`src/rtl/nl_sequencer_if.sv`:
```
// Command and response handshake bundle of the nonlinear-engine sequencer.
// master = command issuer / result consumer, slave = the sequencer itself.
interface nl_sequencer_if #(
    parameter int DW = 32,
    parameter int AW = 17
);
    logic            cmd_valid;
    logic            cmd_ready;
    logic [1:0]      cmd_op;
    logic [6*DW-1:0] cmd_dvec;
    logic [3*AW-1:0] cmd_avec;
    logic            rsp_valid;
    logic            rsp_ready;
    logic [DW-1:0]   rsp_data;
    logic [2:0]      rsp_idx;
    logic            rsp_last;

    modport master (
        output cmd_valid, cmd_op, cmd_dvec, cmd_avec, rsp_ready,
        input  cmd_ready, rsp_valid, rsp_data, rsp_idx, rsp_last
    );

    modport slave (
        input  cmd_valid, cmd_op, cmd_dvec, cmd_avec, rsp_ready,
        output cmd_ready, rsp_valid, rsp_data, rsp_idx, rsp_last
    );
endinterface

```
`src/rtl/nl_sequencer.sv`:
```
// Sequencer for the nonlinear engine: issue, wait for done, stream results.
// Optional WAIT abort counter enabled by defining NL_SEQ_TIMEOUT_EN.
module nl_sequencer #(
    parameter int DW = 32,
    parameter int AW = 17
`ifdef NL_SEQ_TIMEOUT_EN
    ,
    parameter int TIMEOUT = 1023
`endif
) (
    input  logic            clk,
    input  logic            rst,
    nl_sequencer_if.slave   bus,
    output logic            o_nl_init_predict,
    output logic            o_nl_init_newlm,
    output logic            o_nl_init_update,
    output logic [6*DW-1:0] o_nl_dvec,
    output logic [3*AW-1:0] o_nl_avec,
    input  logic            i_nl_done_predict,
    input  logic            i_nl_done_newlm,
    input  logic            i_nl_done_update,
    input  logic [6*DW-1:0] i_nl_res,
    output logic            o_busy,
    output logic            o_err
);
    localparam logic [2:0] S_IDLE   = 3'd0;
    localparam logic [2:0] S_ISSUE  = 3'd1;
    localparam logic [2:0] S_WAIT   = 3'd2;
    localparam logic [2:0] S_SETTLE = 3'd3;
    localparam logic [2:0] S_SEND   = 3'd4;

    localparam logic [1:0] OP_PRED  = 2'd0;
    localparam logic [1:0] OP_NEWLM = 2'd1;
    localparam logic [1:0] OP_UPD   = 2'd2;
    localparam logic [1:0] OP_ILL   = 2'd3;

    logic [2:0]      r_state;
    logic [1:0]      r_op;
    logic [6*DW-1:0] r_dvec;
    logic [3*AW-1:0] r_avec;
    logic [DW-1:0]   r_res [6];
    logic [2:0]      r_ptr;
    logic            r_err;
    logic            r_init_p;
    logic            r_init_n;
    logic            r_init_u;
    logic            w_done;
    logic [2:0]      w_first;
    logic [2:0]      w_last;

`ifdef NL_SEQ_TIMEOUT_EN
    localparam int CW = $clog2(TIMEOUT + 1);
    logic [CW-1:0] r_cnt;
`endif

    // Only the done of the issued op can complete WAIT.
    assign w_done = ((r_op == OP_PRED)  & i_nl_done_predict) |
                    ((r_op == OP_NEWLM) & i_nl_done_newlm)   |
                    ((r_op == OP_UPD)   & i_nl_done_update);

    assign w_first = (r_op == OP_PRED) ? 3'd1 : 3'd0;
    assign w_last  = (r_op == OP_UPD)  ? 3'd5 : 3'd3;

    always_ff @(posedge clk or posedge rst) begin
        if (rst) begin
            r_state  <= S_IDLE;
            r_op     <= OP_PRED;
            r_dvec   <= '0;
            r_avec   <= '0;
            r_ptr    <= '0;
            r_err    <= 1'b0;
            r_init_p <= 1'b0;
            r_init_n <= 1'b0;
            r_init_u <= 1'b0;
            for (int i = 0; i < 6; i++) r_res[i] <= '0;
`ifdef NL_SEQ_TIMEOUT_EN
            r_cnt    <= '0;
`endif
        end else begin
            r_init_p <= 1'b0;
            r_init_n <= 1'b0;
            r_init_u <= 1'b0;
            case (r_state)
                S_IDLE: begin
                    if (bus.cmd_valid) begin
                        if (bus.cmd_op == OP_ILL) begin
                            r_err <= 1'b1;
                        end else begin
                            r_op     <= bus.cmd_op;
                            r_dvec   <= bus.cmd_dvec;
                            r_avec   <= bus.cmd_avec;
                            r_err    <= 1'b0;
                            r_init_p <= (bus.cmd_op == OP_PRED);
                            r_init_n <= (bus.cmd_op == OP_NEWLM);
                            r_init_u <= (bus.cmd_op == OP_UPD);
                            r_state  <= S_ISSUE;
                        end
                    end
                end
                S_ISSUE: begin
                    r_state <= S_WAIT;
`ifdef NL_SEQ_TIMEOUT_EN
                    r_cnt   <= '0;
`endif
                end
                S_WAIT: begin
                    if (w_done) begin
                        r_state <= S_SETTLE;
`ifdef NL_SEQ_TIMEOUT_EN
                    end else if (r_cnt == CW'(TIMEOUT - 1)) begin
                        r_err   <= 1'b1;
                        r_state <= S_IDLE;
                    end else begin
                        r_cnt <= r_cnt + 1'b1;
`endif
                    end
                end
                S_SETTLE: begin
                    for (int i = 0; i < 6; i++)
                        r_res[i] <= i_nl_res[i*DW +: DW];
                    r_ptr   <= w_first;
                    r_state <= S_SEND;
                end
                S_SEND: begin
                    if (bus.rsp_ready) begin
                        if (r_ptr == w_last) r_state <= S_IDLE;
                        else r_ptr <= r_ptr + 3'd1;
                    end
                end
                default: r_state <= S_IDLE;
            endcase
        end
    end

    assign bus.cmd_ready = (r_state == S_IDLE) & ~rst;
    assign bus.rsp_valid = (r_state == S_SEND);
    assign bus.rsp_data  = r_res[r_ptr];
    assign bus.rsp_idx   = r_ptr;
    assign bus.rsp_last  = bus.rsp_valid & (r_ptr == w_last);

    assign o_nl_init_predict = r_init_p;
    assign o_nl_init_newlm   = r_init_n;
    assign o_nl_init_update  = r_init_u;
    assign o_nl_dvec         = r_dvec;
    assign o_nl_avec         = r_avec;
    assign o_busy            = (r_state != S_IDLE);
    assign o_err             = r_err;
endmodule
```
`src/flat_wrapper.sv`:
```
// flat-port wrapper written by rule: the top's interface ports become plain ports
module nl_sequencer_flat 
#(
    parameter int DW = 32,
    parameter int AW = 17

)
  (clk, rst, o_nl_init_predict, o_nl_init_newlm, o_nl_init_update, o_nl_dvec, o_nl_avec, i_nl_done_predict, i_nl_done_newlm, i_nl_done_update, i_nl_res, o_busy, o_err, bus_cmd_valid, bus_cmd_op, bus_cmd_dvec, bus_cmd_avec, bus_rsp_ready, bus_cmd_ready, bus_rsp_valid, bus_rsp_data, bus_rsp_idx, bus_rsp_last);
  nl_sequencer_if #(.DW(DW), .AW(AW)) bus_i ();
  input  logic clk;
  input  logic rst;
  output logic o_nl_init_predict;
  output logic o_nl_init_newlm;
  output logic o_nl_init_update;
  output logic [6*DW-1:0] o_nl_dvec;
  output logic [3*AW-1:0] o_nl_avec;
  input  logic i_nl_done_predict;
  input  logic i_nl_done_newlm;
  input  logic i_nl_done_update;
  input  logic [6*DW-1:0] i_nl_res;
  output logic o_busy;
  output logic o_err;
  input wire logic [$bits(bus_i.cmd_valid)-1:0] bus_cmd_valid;
  input wire logic [$bits(bus_i.cmd_op)-1:0] bus_cmd_op;
  input wire logic [$bits(bus_i.cmd_dvec)-1:0] bus_cmd_dvec;
  input wire logic [$bits(bus_i.cmd_avec)-1:0] bus_cmd_avec;
  input wire logic [$bits(bus_i.rsp_ready)-1:0] bus_rsp_ready;
  output wire logic [$bits(bus_i.cmd_ready)-1:0] bus_cmd_ready;
  output wire logic [$bits(bus_i.rsp_valid)-1:0] bus_rsp_valid;
  output wire logic [$bits(bus_i.rsp_data)-1:0] bus_rsp_data;
  output wire logic [$bits(bus_i.rsp_idx)-1:0] bus_rsp_idx;
  output wire logic [$bits(bus_i.rsp_last)-1:0] bus_rsp_last;
  assign bus_i.cmd_valid = bus_cmd_valid;
  assign bus_i.cmd_op = bus_cmd_op;
  assign bus_i.cmd_dvec = bus_cmd_dvec;
  assign bus_i.cmd_avec = bus_cmd_avec;
  assign bus_i.rsp_ready = bus_rsp_ready;
  assign bus_cmd_ready = bus_i.cmd_ready;
  assign bus_rsp_valid = bus_i.rsp_valid;
  assign bus_rsp_data = bus_i.rsp_data;
  assign bus_rsp_idx = bus_i.rsp_idx;
  assign bus_rsp_last = bus_i.rsp_last;
  nl_sequencer #(.DW(DW), .AW(AW)) u_core (.clk(clk), .rst(rst), .bus(bus_i), .o_nl_init_predict(o_nl_init_predict), .o_nl_init_newlm(o_nl_init_newlm), .o_nl_init_update(o_nl_init_update), .o_nl_dvec(o_nl_dvec), .o_nl_avec(o_nl_avec), .i_nl_done_predict(i_nl_done_predict), .i_nl_done_newlm(i_nl_done_newlm), .i_nl_done_update(i_nl_done_update), .i_nl_res(i_nl_res), .o_busy(o_busy), .o_err(o_err));
endmodule
```
`config.mk`:
```
export PLATFORM = sky130hd
export DESIGN_NAME = nl_sequencer_flat
export DESIGN_NICKNAME = d
export VERILOG_FILES = /design/src/rtl/nl_sequencer_if.sv /design/src/rtl/nl_sequencer.sv /design/src/flat_wrapper.sv
export SDC_FILE = /design/constraint.sdc
export NUM_CORES = 1
export LEC_CHECK = 0
export BUFFER_PORTS_ARGS = -buffer_cell sky130_fd_sc_hd__buf_2
export CORE_AREA = 2 2 282 284
export DETAILED_ROUTE_END_ITERATION = 6
export DIE_AREA = 0 0 284 286
export GPL_ROUTABILITY_DRIVEN = 0
export PLACE_DENSITY_LB_ADDON = 0.08
export SETUP_SLACK_MARGIN = 0.1
export SLEW_MARGIN = 20
export SYNTH_ARGS = -nofsm -noshare
export SYNTH_HDL_FRONTEND = slang
export SYNTH_SLANG_ARGS = --single-unit
```
`constraint.sdc`:
```
create_clock -name clk -period 34.2 [get_ports clk]
set_input_delay 1.71 -clock clk [delete_from_list [all_inputs] [get_ports clk]]
set_output_delay 1.71 -clock clk [all_outputs]
set_load 0.005 [all_outputs]
```
== Yosys cells after proc, flatten, opt, wreduce, memory -nomap -nowiden ==
Cells that the tools add are included.

* $add $sub $neg: 1
* Order comparisons: 1
* Eq/ne operators: 16
* Mux-type cells: 24
* Bitwise gates (word level): 10
* Reduce and logical (&&, ||, !) cells: 9

{| class="wikitable"
|+ Operators with widths
! cell !! count
|-
| binary-select mux 32 bit (select 3 bit) || 1
|-
| two-way mux 32 bit || 2
|-
| two-way mux 3 bit || 8
|-
| one-hot mux 3 bit (5 select lines) || 1
|-
| two-way mux 1 bit || 11
|-
| != test 2 bit (second input constant) || 5
|-
| == test 2 bit (second input constant) || 3
|-
| == test 3 x 2 -> 1 bit (second input constant) || 2
|-
| one-hot mux 3 bit (2 select lines) || 1
|-
| AND reduction 3 bit || 2
|-
| bitwise AND 1 bit || 5
|-
| AND reduction 5 bit || 1
|-
| == test 2 x 1 -> 1 bit (second input constant) || 2
|-
| greater-or-equal comparator 4 bit (second input constant) || 1
|-
| zero test 2 bit || 2
|-
| inverter 3 -> 4 bit || 1
|-
| adder 3 x 1 -> 3 bit (second input constant) || 1
|-
| == test 3 x 1 -> 1 bit (second input constant) || 1
|-
| == test 3 bit || 1
|-
| == test 3 bit (second input constant) || 1
|-
| zero test 3 bit || 1
|-
| nonzero test 3 bit || 1
|-
| != test 2 x 1 -> 1 bit (second input constant) || 1
|-
| inverter 1 bit || 2
|-
| other kinds (3) || 4
|}

* Bits in registers: 447
* Input bits: 444
* Output and inout port bits: 286
* Word-level logic and storage cells: 76

== Depth between registers and ports, before layout ==
Gate-level depths: netlist of the first run.

* Word-level depth: 6
* Depth in mapped cells: 8
* Mapped depth without buffers: 6

== Least setup slack after synthesis of the first run ==
OpenSTA, ideal clock, no wires.

* Path kind: input to output
* Start point: in rst
* End point: out bus_cmd_ready
* Arrival time: 1,816 ps
* Data required time: 32,490 ps
* Path slack: 30,674 ps
* Stages: 1
* Buffers on the path: 0
* Cells stage by stage: nor2_1

* Cells in the longest elaborated chain, start to end: 2

{| class="wikitable"
|+ Ends and longest elaborated chain
! what !! line !! RTL
|-
| start: declaration || flat_wrapper.sv:11 || <nowiki>input logic rst;</nowiki>
|-
| inverter 1 bit || nl_sequencer.sv:135 || <nowiki>assign bus.cmd_ready = (r_state == S_IDLE) & ~rst;</nowiki>
|-
| bitwise AND 1 bit || nl_sequencer.sv:135 ||
|-
| end: declaration || flat_wrapper.sv:28 || <nowiki>output wire logic [$bits(bus_i.cmd_ready)-1:0] bus_cmd_ready;</nowiki>
|}

No other way between the ends.

== Worst setup path after layout of the first run ==
* Start point: reg u_core.r_ptr[0] (netlist: u_core.bus.rsp_idx[0])
* End point: out bus_rsp_data[27]

* Cells in the longest elaborated chain, start to end: 4

{| class="wikitable"
|+ Ends and longest elaborated chain
! what !! line !! RTL
|-
| start: declaration || nl_sequencer.sv:42 || <nowiki>logic [2:0] r_ptr;</nowiki>
|-
| start signal: assignment || nl_sequencer.sv:121 || <nowiki>r_ptr <= w_first;</nowiki>
|-
| start signal: assignment || nl_sequencer.sv:127 || <nowiki>else r_ptr <= r_ptr + 3'd1;</nowiki>
|-
| inverter 3 -> 4 bit (implied by the code) || nl_sequencer.sv:137 || <nowiki>assign bus.rsp_data = r_res[r_ptr];</nowiki>
|-
| binary-select mux 32 bit (select 3 bit) || nl_sequencer.sv:137 ||
|-
| two-way mux 32 bit (implied by the code) (2 in series) || nl_sequencer.sv:137 ||
|-
| end: declaration || flat_wrapper.sv:30 || <nowiki>output wire logic [$bits(bus_i.rsp_data)-1:0] bus_rsp_data;</nowiki>
|}

No other way between the ends. The select of a mux whose other input is x is not followed.

==> results of run 1 <==
-- cells in the final DEF, fill, tap and decap left out, drive strengths merged, types with 2 or more instances in the layout --
cell    instances
a21oi           3
and2            2
and3            2
buf           745
bufinv          5
clkbuf         84
clkinv          6
dfrtp         447
diode           9
inv            37
mux2          243
mux2i          37
mux4           32
nand2         581
nand2b          3
nand3b          2
nor2            7
nor3            3
o21ai           2
o22a            2
o22ai          32
-- state kept, by name, summed over array words and instances (netlist names) --
signal / cells
u_core.o_nl_avec: 51
u_core.o_nl_dvec: 192
u_core.o_nl_init_update: 1
u_core.r_state: 3
u_core.o_err: 1
u_core.o_nl_init_newlm: 1
u_core.o_nl_init_predict: 1
u_core.r_op: 2
u_core.bus.rsp_idx: 3
u_core.r_res: 192
-- synth_stat cells, drive strengths merged (2+ instances only) --
library cell	number	area (um^2)
a21oi	3	18.8
and2	2	12.5
and3	2	12.5
buf	53	438
clkbuf	38	143
dfrtp	447	11200
inv	35	131
mux2	243	2740
mux2i	37	370
mux4	32	721
nand2	581	2180
nand2b	3	18.8
nand3b	2	15.0
nor2	7	26.3
nor3	3	20.0
o21ai	2	10.0
o22a	2	17.5
o22ai	32	200
-- path summary, 6_finish.rpt --
check	endpoint	depth (start not counted)
max reg2reg	u_core.o_nl_avec[13]	6
min	u_core.r_res[123]	2
max	bus_rsp_data[27]	5
min reg2reg	u_core.r_res[123]	2
min in group asynchronous	u_core.o_nl_avec[42]	2
max in group asynchronous	u_core.r_res[38]	4
-- report_power, final --
group | internal (uW) | total (uW) | switching, uW
sequential | 794 | 944 | 150
clock | 362 | 593 | 231
combinational | 422 | 842 | 420
-- metrics by stage --
stage / utilization / cell area, um^2 / hold WS [ns]
CTS: 0.315 / 24700 / 0.471
floorplan: - / 18300 / 0.440
detailed placement: 0.292 / 22900 / 0.457
global placement: 0.292 / 22900 / 0.454
finish: 0.316 / 24700 / 0.464
global route: 0.316 / 24700 / 0.491
-- worst register-to-register path, cell delays in order, from the launching register on --
cell and delay [ns]:
sky130_fd_sc_hd__dfrtp_1 0.44, sky130_fd_sc_hd__nor3_2 0.33, sky130_fd_sc_hd__nand2_2 0.17, sky130_fd_sc_hd__a21oi_4 0.14
sky130_fd_sc_hd__buf_4 0.70, sky130_fd_sc_hd__buf_4 0.89, sky130_fd_sc_hd__mux2_1 0.47
-- layer usage --
layer,global-route usage,routed length [um],part of all wire
met2,0.285,34100,0.51
met5,0,253,0.0038
met4,0.0413,1450,0.022
met1,0.184,26000,0.39
met3,0.0557,5000,0.075
-- final cells by class --
| class | count | area, um^2 |
|---|---|---|
| Fill cell | 8292 | 53600 |
| Sequential cell | 447 | 11200 |
| Multi-Input combinational cell | 960 | 6450 |
| Timing Repair Buffer | 745 | 3780 |
| Clock buffer | 84 | 1630 |
| Tap cell | 1050 | 1310 |
| Clock inverter | 14 | 205 |
| Inverter | 35 | 139 |
| Antenna cell | 9 | 22.5 |
-- cells by family (layout without fill, tap and decap cells) --
group,Yosys count,in the layout,synth area share
AND/OR/NAND/NOR,602,602,0.126
flip-flops,447,447,0.610
multiplexers,312,312,0.209
buffers and inverters,126,878,0.0388
AO/OA/AOI/OAI,44,44,0.0157
adder cells (fa/ha/maj),1,1,0.000682
XOR/XNOR,1,1,0.000478
other,0,9,0
==> qor.txt, run 1 <==
GLOBAL ROUTE
-------------------------------------------------------------------------------------------
GR Overflow Total                                                                         0
Pin count of the biggest net entering global routing                                    151
Via count of the first global-routing pass                                            14.6k
Global routing usage summed across all routing layers                                 0.161
First-pass GRT wire length                                                         98200 um
Number of antenna violations at the first check in global routing                        45

LOGIC SYNTHESIS
-------------------------------------------------------------------------------------------
Count of cell types in the netlist                                                       35
Register area share after synthesis                                                   0.610
Summed instance area of the synthesized netlist                                  18300 um^2
Number of synthesized flops with an enable pin                                            0
Number of nets in the synthesized netlist                                              1978
Synth async-reset ratio                                                                1.00
Cells after Synth                                                                      1533
Mean instance size in the synthesized netlist                                     12.0 um^2
Total number of yosys warnings                                                            0
Most frequently used flop master after synthesis                               sky130_fd_sc_hd__dfrtp_1
Number of flip-flops and latches in the synthesized netlist                             447

WORST SETUP PATH
-------------------------------------------------------------------------------------------
CP startpoint kind                                                                     flop
Gate family responsible for the most delay along the worst path                buffers and inverters
Worst Setup Path Type                                                               reg2out
Start of the worst register-to-register path                                   u_core.r_state[2]
Crit path cell chain                                                           buf_4 -> mux4_2 -> inv_1 -> o22ai_1 -> buf_2
Startpoint of the worst setup timing path                                      u_core.bus.rsp_idx[0]
Number of buffers and inverters on the critical path                                      3
Critical Path Slowest Stage Cell                                               sky130_fd_sc_hd__dfrtp_4
WP data arrival                                                                     3.22 ns
Biggest cell delay along the critical path                                          0.81 ns
Worst-path maximum fanout                                                                40
Required time at the worst-slack endpoint                                          32.49 ns
Setup slack, reg-to-reg                                                            30.95 ns
Crit. End Element                                                               output port

DRT
-------------------------------------------------------------------------------------------
Count of unresolved DRC violations after routing                                          0
Number of detailed-route iterations in the first pass                                     6
Via count normalized by instance count                                                 4.20
Detailed-route via count                                                              14.1k
Count of nets left with antenna violations after detail routing                           0
Final Routed Wirelength                                                            66800 um
Average detailed-routed wire length per instance                                    20.0 um
Number of design-rule violations left by the first detailed-router iteration            507

CLOCK NETWORK
-------------------------------------------------------------------------------------------
Bufs on Longest Clock Path                                                                3
Hold buffer count at CTS                                                                  0
Total clock sinks                                                                       447
Cell chosen for the clock root                                                 sky130_fd_sc_hd__clkbuf_16
Post-CTS sizing                                                                           0
Post-CTS Setup Bufs                                                                       0
Worst skew pair latency                                                             0.60 ns
TritonCTS buffer count                                                                   54
H-tree depth                                                                              2
Clock tree from TritonCTS                                                              done
Clock transition at path regs                                                       0.06 ns

FLOORPLAN
-------------------------------------------------------------------------------------------
Initial core utilization                                                              0.234
Area enclosed by the die boundary                                                81200 um^2
Die width                                                                            284 um
Vertical die dimension                                                               286 um
Number of rows in the core area                                                         103
Placeable core area                                                              78400 um^2
I/O pin count                                                                           730

CELLS AND AREA
-------------------------------------------------------------------------------------------
Number of nets in the layout                                                           2688
Fraction of layout instances using a drive strength above 1                           0.441
Number of standard cells in the final layout excluding fillers                         3344
Relative area change from synthesis to final layout                                   34.9%

TIMING
-------------------------------------------------------------------------------------------
Setup repair after global routing missed its margin                                   false
Setup Total Neg Slack                                                                  0 ns
Post-layout worst setup margin                                                     29.27 ns
Worst slew slack as a fraction of its limit                                           0.263
Final Skew                                                                       0.00959 ns
Maximum clock frequency                                                             203 MHz
Total count of max-transition violations in the final report                              0
Number of endpoints failing setup at the final stage                                      0
Period utilization                                                                    0.144
Clock period minus worst slack                                                      4.93 ns
Final-report hold violation count                                                         0
Slew at the pin closest to its max-slew limit                                       1.11 ns

POWER AND IR DROP
-------------------------------------------------------------------------------------------
IR drop worst, VDD                                                                  34.9 uV
Power density cells                                                            96.2 nW/um^2
Static leakage                                                                    0.0125 uW
Final total power                                                                   2380 uW

JOB
-------------------------------------------------------------------------------------------
Total of max-cap violations                                                               0

PLACED DESIGN
-------------------------------------------------------------------------------------------
HPWL reported at the end of detailed placement                                     49000 um
Post-placement worst setup slack                                                   29.80 ns
Number of cells after detailed placement                                               3237
Count of buffers from port buffering                                                    729

RUN STATUS
-------------------------------------------------------------------------------------------
Result of the run                                                              finished, final reports clean

WORST HOLD PATH
-------------------------------------------------------------------------------------------
HP Start                                                                       u_core.r_res[123]
Type of the most critical hold path                                                 reg2reg

(Power assumes the default switching activity.)
==> run 2, diff against run 1 <==
Clock period 34.2 ns to 4.5 ns, I/O delays scaled along.
==> qor.txt, run 2 (synthesis results as in run 1) <==
RUN STATUS
-------------------------------------------------------------------------------------------
Result of the run                                                              finished, final reports clean

DRT
-------------------------------------------------------------------------------------------
Final Routed Wirelength                                                            68200 um   +2.1%
Number of detailed-route iterations in the first pass                                     6   unchanged
Metal2 WL                                                                          35300 um   +3.4%
Via count normalized by instance count                                                 4.09   -2.7%
Top layer used by detailed routing                                                     met5
Met3 wire len                                                                       3520 um   -30%
Wire length on met1                                                                27800 um   +7.0%
Average detailed-routed wire length per instance                                    18.0 um   -9.7%
Number of design-rule violations left by the first detailed-router iteration            451   -11%
Count of nets left with antenna violations after detail routing                           0   unchanged
Count of unresolved DRC violations after routing                                          0   unchanged
Detailed-route via count                                                              15.5k   +10%

PLACED DESIGN
-------------------------------------------------------------------------------------------
HPWL reported at the end of detailed placement                                     47800 um   -2.3%
Standard cell area after detailed placement                                      23000 um^2   +0.56%
Count of buffers from port buffering                                                    729   unchanged

WORST HOLD PATH
-------------------------------------------------------------------------------------------
Number of cells on the worst hold path                                                    5   +3
HP Start                                                                       i_nl_done_newlm
End of the worst hold path                                                     u_core.r_state[0]
Type of the most critical hold path                                                  in2reg

GLOBAL ROUTE
-------------------------------------------------------------------------------------------
Global routing usage summed across all routing layers                                 0.164   +0.00350
Pin count of the biggest net entering global routing                                    153   +1.3%
Number of antenna violations at the first check in global routing                         5   -89%
GR Overflow Total                                                                         0   unchanged
First-pass GRT wire length                                                        103000 um   +5.3%
Via count of the first global-routing pass                                            16.9k   +16%

CELLS AND AREA
-------------------------------------------------------------------------------------------
Final non-filler cell area                                                       29200 um^2   +18%
# fillers                                                                              8070   -2.7%
Most frequent standard cell in the layout excluding fill and tap cells         sky130_fd_sc_hd__buf_2
Relative area change from synthesis to final layout                                   59.0%
Sequential cell area                                                             11200 um^2   unchanged
Multi-input gate area                                                             6450 um^2   unchanged
Fraction of layout instances using a drive strength above 1                           0.371   -0.0704
Number of nets in the layout                                                           3136   +17%
Most used cells in the layout excluding fill and tap cells                     sky130_fd_sc_hd__buf_2 (729), sky130_fd_sc_hd__nand2_1 (580), sky130_fd_sc_hd__dfrtp_1 (444), sky130_fd_sc_hd__dlygate4sd3_1 (441), sky130_fd_sc_hd__mux2_2 (138)

TIMING
-------------------------------------------------------------------------------------------
Worst hold slack                                                                   0.113 ns   -0.351 ns
Period utilization                                                                    0.696
Final Skew                                                                        0.0102 ns   +0.000657 ns
Number of endpoints failing setup at the final stage                                      0   unchanged
Maximum clock frequency                                                             319 MHz
Total count of max-transition violations in the final report                              0   unchanged
Final-report hold violation count                                                         0   unchanged
Setup repair after global routing missed its margin                                   false
Clock period minus worst slack                                                      3.13 ns
Worst slew slack as a fraction of its limit                                           0.412   +0.149
Slew at the pin closest to its max-slew limit                                      0.882 ns   -0.224 ns

JOB
-------------------------------------------------------------------------------------------
Total of max-cap violations                                                               0   unchanged

POWER AND IR DROP
-------------------------------------------------------------------------------------------
IR drop worst, VDD                                                                   263 uV   +650%
Power density cells                                                             628 nW/um^2   +550%
Static leakage                                                                    0.0143 uW   +15%

CLOCK NETWORK
-------------------------------------------------------------------------------------------
Clock tree from TritonCTS                                                              done
Worst skew pair latency                                                             0.60 ns   about the same
Bufs on Longest Clock Path                                                                3   unchanged
Total clock sinks                                                                       447   unchanged
Clock transition at path regs                                                       0.06 ns   about the same
Post-CTS sizing                                                                           0   unchanged
TritonCTS buffer count                                                                   55   +1.9%
Cell chosen for the clock root                                                 sky130_fd_sc_hd__clkbuf_16
H-tree depth                                                                              2   unchanged

WORST SETUP PATH
-------------------------------------------------------------------------------------------
Start of the worst register-to-register path                                   u_core.r_state[2]
WP data arrival                                                                     2.91 ns   -0.31 ns
Reg2Reg Depth                                                                             5   -1
CP startpoint kind                                                                     flop
Required time at the worst-slack endpoint                                           4.28 ns   -28.21 ns
Setup slack, reg-to-reg                                                             1.95 ns   -29.00 ns
Worst Setup Path Type                                                               reg2out
Reg-to-reg endpoint                                                            u_core.o_nl_dvec[124]
Crit. End Element                                                               output port
Worst-path maximum fanout                                                                36   -10%

FLOORPLAN
-------------------------------------------------------------------------------------------
I/O pin count                                                                           730   unchanged
Placeable core area                                                              78400 um^2   unchanged
Area enclosed by the die boundary                                                81200 um^2   unchanged
Initial core utilization                                                              0.234   unchanged
Die width                                                                            284 um   unchanged
Number of rows in the core area                                                         103   unchanged
Vertical die dimension                                                               286 um   unchanged

run 2: worst max-delay path, stage by stage (launching register included):
cell                      delay, ns
sky130_fd_sc_hd__dfrtp_4       0.93
sky130_fd_sc_hd__buf_4         0.46
sky130_fd_sc_hd__mux4_2        0.55
sky130_fd_sc_hd__inv_1         0.07
sky130_fd_sc_hd__o22ai_1       0.08
sky130_fd_sc_hd__buf_2         0.17
run 2: per-layer routing:
metal / vias up / GRT usage
met3: 97 / 0.0349
met2: 427 / 0.298
met4: 4 / 0.0446
met1: 7568 / 0.195
li1: 7364 / -
met5: - / 0
run 2: worst max path at each step:
stage                     startpoint  slack [ns]               endpoint  depth (start not counted)
5_1_grt        u_core.bus.rsp_idx[0]        1.18       bus_rsp_data[15]                          5
3_5_place_dp       u_core.r_state[2]        1.90  u_core.o_nl_dvec[175]                          5
4_1_cts        u_core.bus.rsp_idx[0]        1.27       bus_rsp_data[12]                          5
6_report       u_core.bus.rsp_idx[0]        1.37       bus_rsp_data[15]                          5
2_1_floorplan                    rst       -1.77  u_core.bus.rsp_idx[0]                          1
3_3_place_gp   u_core.bus.rsp_idx[0]        1.94       bus_rsp_data[17]                          5
run 2: what timing repair did:
| item | in CTS | in global routing |
|---|---|---|
| setup buffers | 0 | 0 |
| endpoints found under the setup margin | 0 | 0 |
| hold buffers | 441 | 0 |
| hold endpoints to repair | 457 | 0 |
run 2: through the flow:
| step | setup TNS [ns] | setup WS, ns | power (uW) | instances | utilization |
|---|---|---|---|---|---|
| floorplan | -790.37 | -1.77 | 10800 | 1533 | - |
| detailed placement | 0 | 1.90 | 13900 | 3243 | 0.294 |
| global route | 0 | 1.18 | 19700 | 3782 | 0.372 |
| global placement | 0 | 1.94 | 13800 | 3243 | 0.294 |
| finish | 0 | 1.37 | 18300 | 3782 | 0.372 |
| CTS | 0 | 1.27 | 18700 | 3780 | 0.372 |
run 2: report_power, final:
part / total (uW) / switching [uW] / internal, uW
Clock: 4310 / 1760 / 2550
Combinational: 6910 / 3400 / 3510
Sequential: 7090 / 1050 / 6040
Total: 18300 / 6210 / 12100
run 2: area by class of cell:
class | instances | area share
inverters | 35 | 0.00463
diodes | 2 | 0.000172
clock inverters | 14 | 0.00472
flip-flops and latches | 447 | 0.384
clock buffers | 82 | 0.0548
well taps | 1050 | 0.0451
repair buffers | 1192 | 0.286
multi-input cells | 960 | 0.221
==> run 3, diff against run 2 <==
Clock period 4.5 ns to 2.83 ns, I/O delays scaled along.
==> qor.txt, run 3 (synthesis results as in run 1) <==
CLOCK NETWORK
-------------------------------------------------------------------------------------------
Clock transition at path regs                                                       0.06 ns   about the same
Cell chosen for the clock root                                                 sky130_fd_sc_hd__clkbuf_16
Bufs on Longest Clock Path                                                                3   unchanged
TritonCTS buffer count                                                                   55   unchanged
Worst skew pair latency                                                             0.60 ns   about the same
H-tree depth                                                                              2   unchanged
Clock tree from TritonCTS                                                              done
Total clock sinks                                                                       447   unchanged

WORST HOLD PATH
-------------------------------------------------------------------------------------------
Type of the most critical hold path                                                  in2reg
Number of cells on the worst hold path                                                    5   unchanged

WORST SETUP PATH
-------------------------------------------------------------------------------------------
CP startpoint kind                                                                     flop
Start of the worst register-to-register path                                   u_core.r_state[0]
Setup slack, reg-to-reg                                                             0.64 ns   -1.31 ns
Reg2Reg Depth                                                                             5   unchanged
WP data arrival                                                                     2.36 ns   -0.55 ns
Startpoint of the worst setup timing path                                      u_core.bus.rsp_idx[2]
Crit. End Element                                                               output port
Setup crit end                                                                 bus_rsp_data[2]
Worst-path maximum fanout                                                                29   -19%
Worst Setup Path Type                                                               reg2out
Reg-to-reg endpoint                                                            u_core.o_nl_dvec[155]
Required time at the worst-slack endpoint                                           2.69 ns   -1.59 ns

GLOBAL ROUTE
-------------------------------------------------------------------------------------------
Global routing usage summed across all routing layers                                 0.166   +0.00155
Via count of the first global-routing pass                                            17.2k   +1.8%
Number of antenna violations at the first check in global routing                         6   +1
GR Overflow Total                                                                         0   unchanged
First-pass GRT wire length                                                        104000 um   +0.87%
Met3 Usage GRT                                                                       0.0353   +0.000399
Routing usage on met1                                                                 0.196   +0.000647
Pin count of the biggest net entering global routing                                     79   -48%
Met2 usage                                                                            0.299   +0.000672
Grt peak-use layer                                                                     met2

TIMING
-------------------------------------------------------------------------------------------
Number of endpoints failing setup at the final stage                                      0   unchanged
Final-report hold violation count                                                         0   unchanged
Worst hold slack                                                                  0.0435 ns   -0.0693 ns
Setup repair after global routing missed its margin                                   false
Worst slew slack as a fraction of its limit                                           0.448   +0.0358
Setup Total Neg Slack                                                                  0 ns   unchanged
Final Skew                                                                        0.0164 ns   +0.00618 ns
Slew at the pin closest to its max-slew limit                                      0.826 ns   -0.0561 ns
Maximum clock frequency                                                             399 MHz
Period utilization                                                                    0.885
Clock period minus worst slack                                                      2.50 ns
Total count of max-transition violations in the final report                              0   unchanged

PLACED DESIGN
-------------------------------------------------------------------------------------------
Count of buffers from port buffering                                                    729   unchanged
HPWL reported at the end of detailed placement                                     49600 um   +3.6%

JOB
-------------------------------------------------------------------------------------------
Total of max-cap violations                                                               0   unchanged

FLOORPLAN
-------------------------------------------------------------------------------------------
Placeable core area                                                              78400 um^2   unchanged
I/O pin count                                                                           730   unchanged
Initial core utilization                                                              0.234   unchanged
Area enclosed by the die boundary                                                81200 um^2   unchanged
Die width                                                                            284 um   unchanged
Number of rows in the core area                                                         103   unchanged
Vertical die dimension                                                               286 um   unchanged

DRT
-------------------------------------------------------------------------------------------
Number of design-rule violations left by the first detailed-router iteration            524   +16%
Average detailed-routed wire length per instance                                    17.9 um   -0.57%
Via count normalized by instance count                                                 4.12   +0.78%
Final Routed Wirelength                                                            68200 um   about the same
Count of nets left with antenna violations after detail routing                           0   unchanged
Number of detailed-route iterations in the first pass                                     4   -2
Count of unresolved DRC violations after routing                                          0   unchanged
Detailed-route via count                                                              15.7k   +1.4%

CELLS AND AREA
-------------------------------------------------------------------------------------------
Relative area change from synthesis to final layout                                   61.3%
Fraction of layout instances using a drive strength above 1                           0.377   +0.00635
Most used cells in the layout excluding fill and tap cells                     sky130_fd_sc_hd__buf_2 (729), sky130_fd_sc_hd__nand2_1 (580), sky130_fd_sc_hd__dfrtp_1 (444), sky130_fd_sc_hd__dlygate4sd3_1 (441), sky130_fd_sc_hd__mux2_2 (138)
Number of nets in the layout                                                           3155   +0.61%
Most frequent standard cell in the layout excluding fill and tap cells         sky130_fd_sc_hd__buf_2

POWER AND IR DROP
-------------------------------------------------------------------------------------------
Final total power                                                                  29700 uW   +62%
Static leakage                                                                    0.0145 uW   +1.4%
IR drop worst, VDD                                                                   473 uV   +80%
Power density cells                                                            1000 nW/um^2   +60%

RUN STATUS
-------------------------------------------------------------------------------------------
Result of the run                                                              finished, final reports clean

==> run 3: cell count changes in the layout (fill, tap and decap cells not counted), sizes merged <==
cell and change:
clkinv +2, diode +1, clkbuf +2, buf +19, clkinvlp -1, bufinv +1
==> run 3: area by class of cell <==
class | count | area [um^2]
multi-input cells | 960 | 6450
flip-flops and latches | 447 | 11200
well taps | 1050 | 1310
clock buffers | 84 | 1660
fillers | 8011 | 48800
clock inverters | 16 | 170
repair buffers | 1211 | 8650
diodes | 3 | 7.51
inverters | 35 | 135
==> run 3: repair_timing <==
action / 4_1_cts / 5_1_grt
resized for setup: 0 / 0
setup endpoints to repair: 21 / 6
hold buffers: 441 / 0
hold endpoints to repair: 486 / 0
buffers inserted: 1 / 4
==> run 3: power breakdown <==
group	total, uW	switching, uW	internal [uW]
Sequential	11200	1620	9600
Combinational	11300	5520	5820
Clock	7130	2850	4280
==> run 3: how the worst min path moves through the flow <==
stage	startpoint	to	slack [ns]
6_report	i_nl_done_newlm	u_core.r_state[0]	0.04
3_5_place_dp	rst	u_core.o_nl_dvec[153]	0.26
4_1_cts	i_nl_done_newlm	u_core.r_state[0]	0.01
5_1_grt	i_nl_done_newlm	u_core.r_state[0]	0.08
2_1_floorplan	bus_cmd_op[0]	u_core.o_nl_init_predict	0.21
3_3_place_gp	rst	u_core.o_nl_dvec[153]	0.25
==> run 3: layer usage <==
layer | up-vias | share of wire
li1 | 7424 | -
met1 | 7700 | 0.41
met2 | 443 | 0.51
met4 | 4 | 0.027
met3 | 109 | 0.051
met5 | - | 0.00031
==> run 3: through the flow <==
step | setup WS, ns | cell area [um^2] | cells | utilization
floorplan | -3.35 | 18300 | 1533 | -
global placement | 0.642 | 23200 | 3257 | 0.297
detailed placement | 0.611 | 23200 | 3257 | 0.297
CTS | 0.103 | 29500 | 3799 | 0.377
global route | 0.110 | 29600 | 3806 | 0.377
finish | 0.325 | 29600 | 3806 | 0.377
==> run 3: worst max-delay path, stage by stage (launching register included) <==
cell and delay, ns:
sky130_fd_sc_hd__dfrtp_2 0.59, sky130_fd_sc_hd__nand2b_2 0.26, sky130_fd_sc_hd__buf_4 0.49, sky130_fd_sc_hd__o22ai_1 0.22
sky130_fd_sc_hd__buf_2 0.19
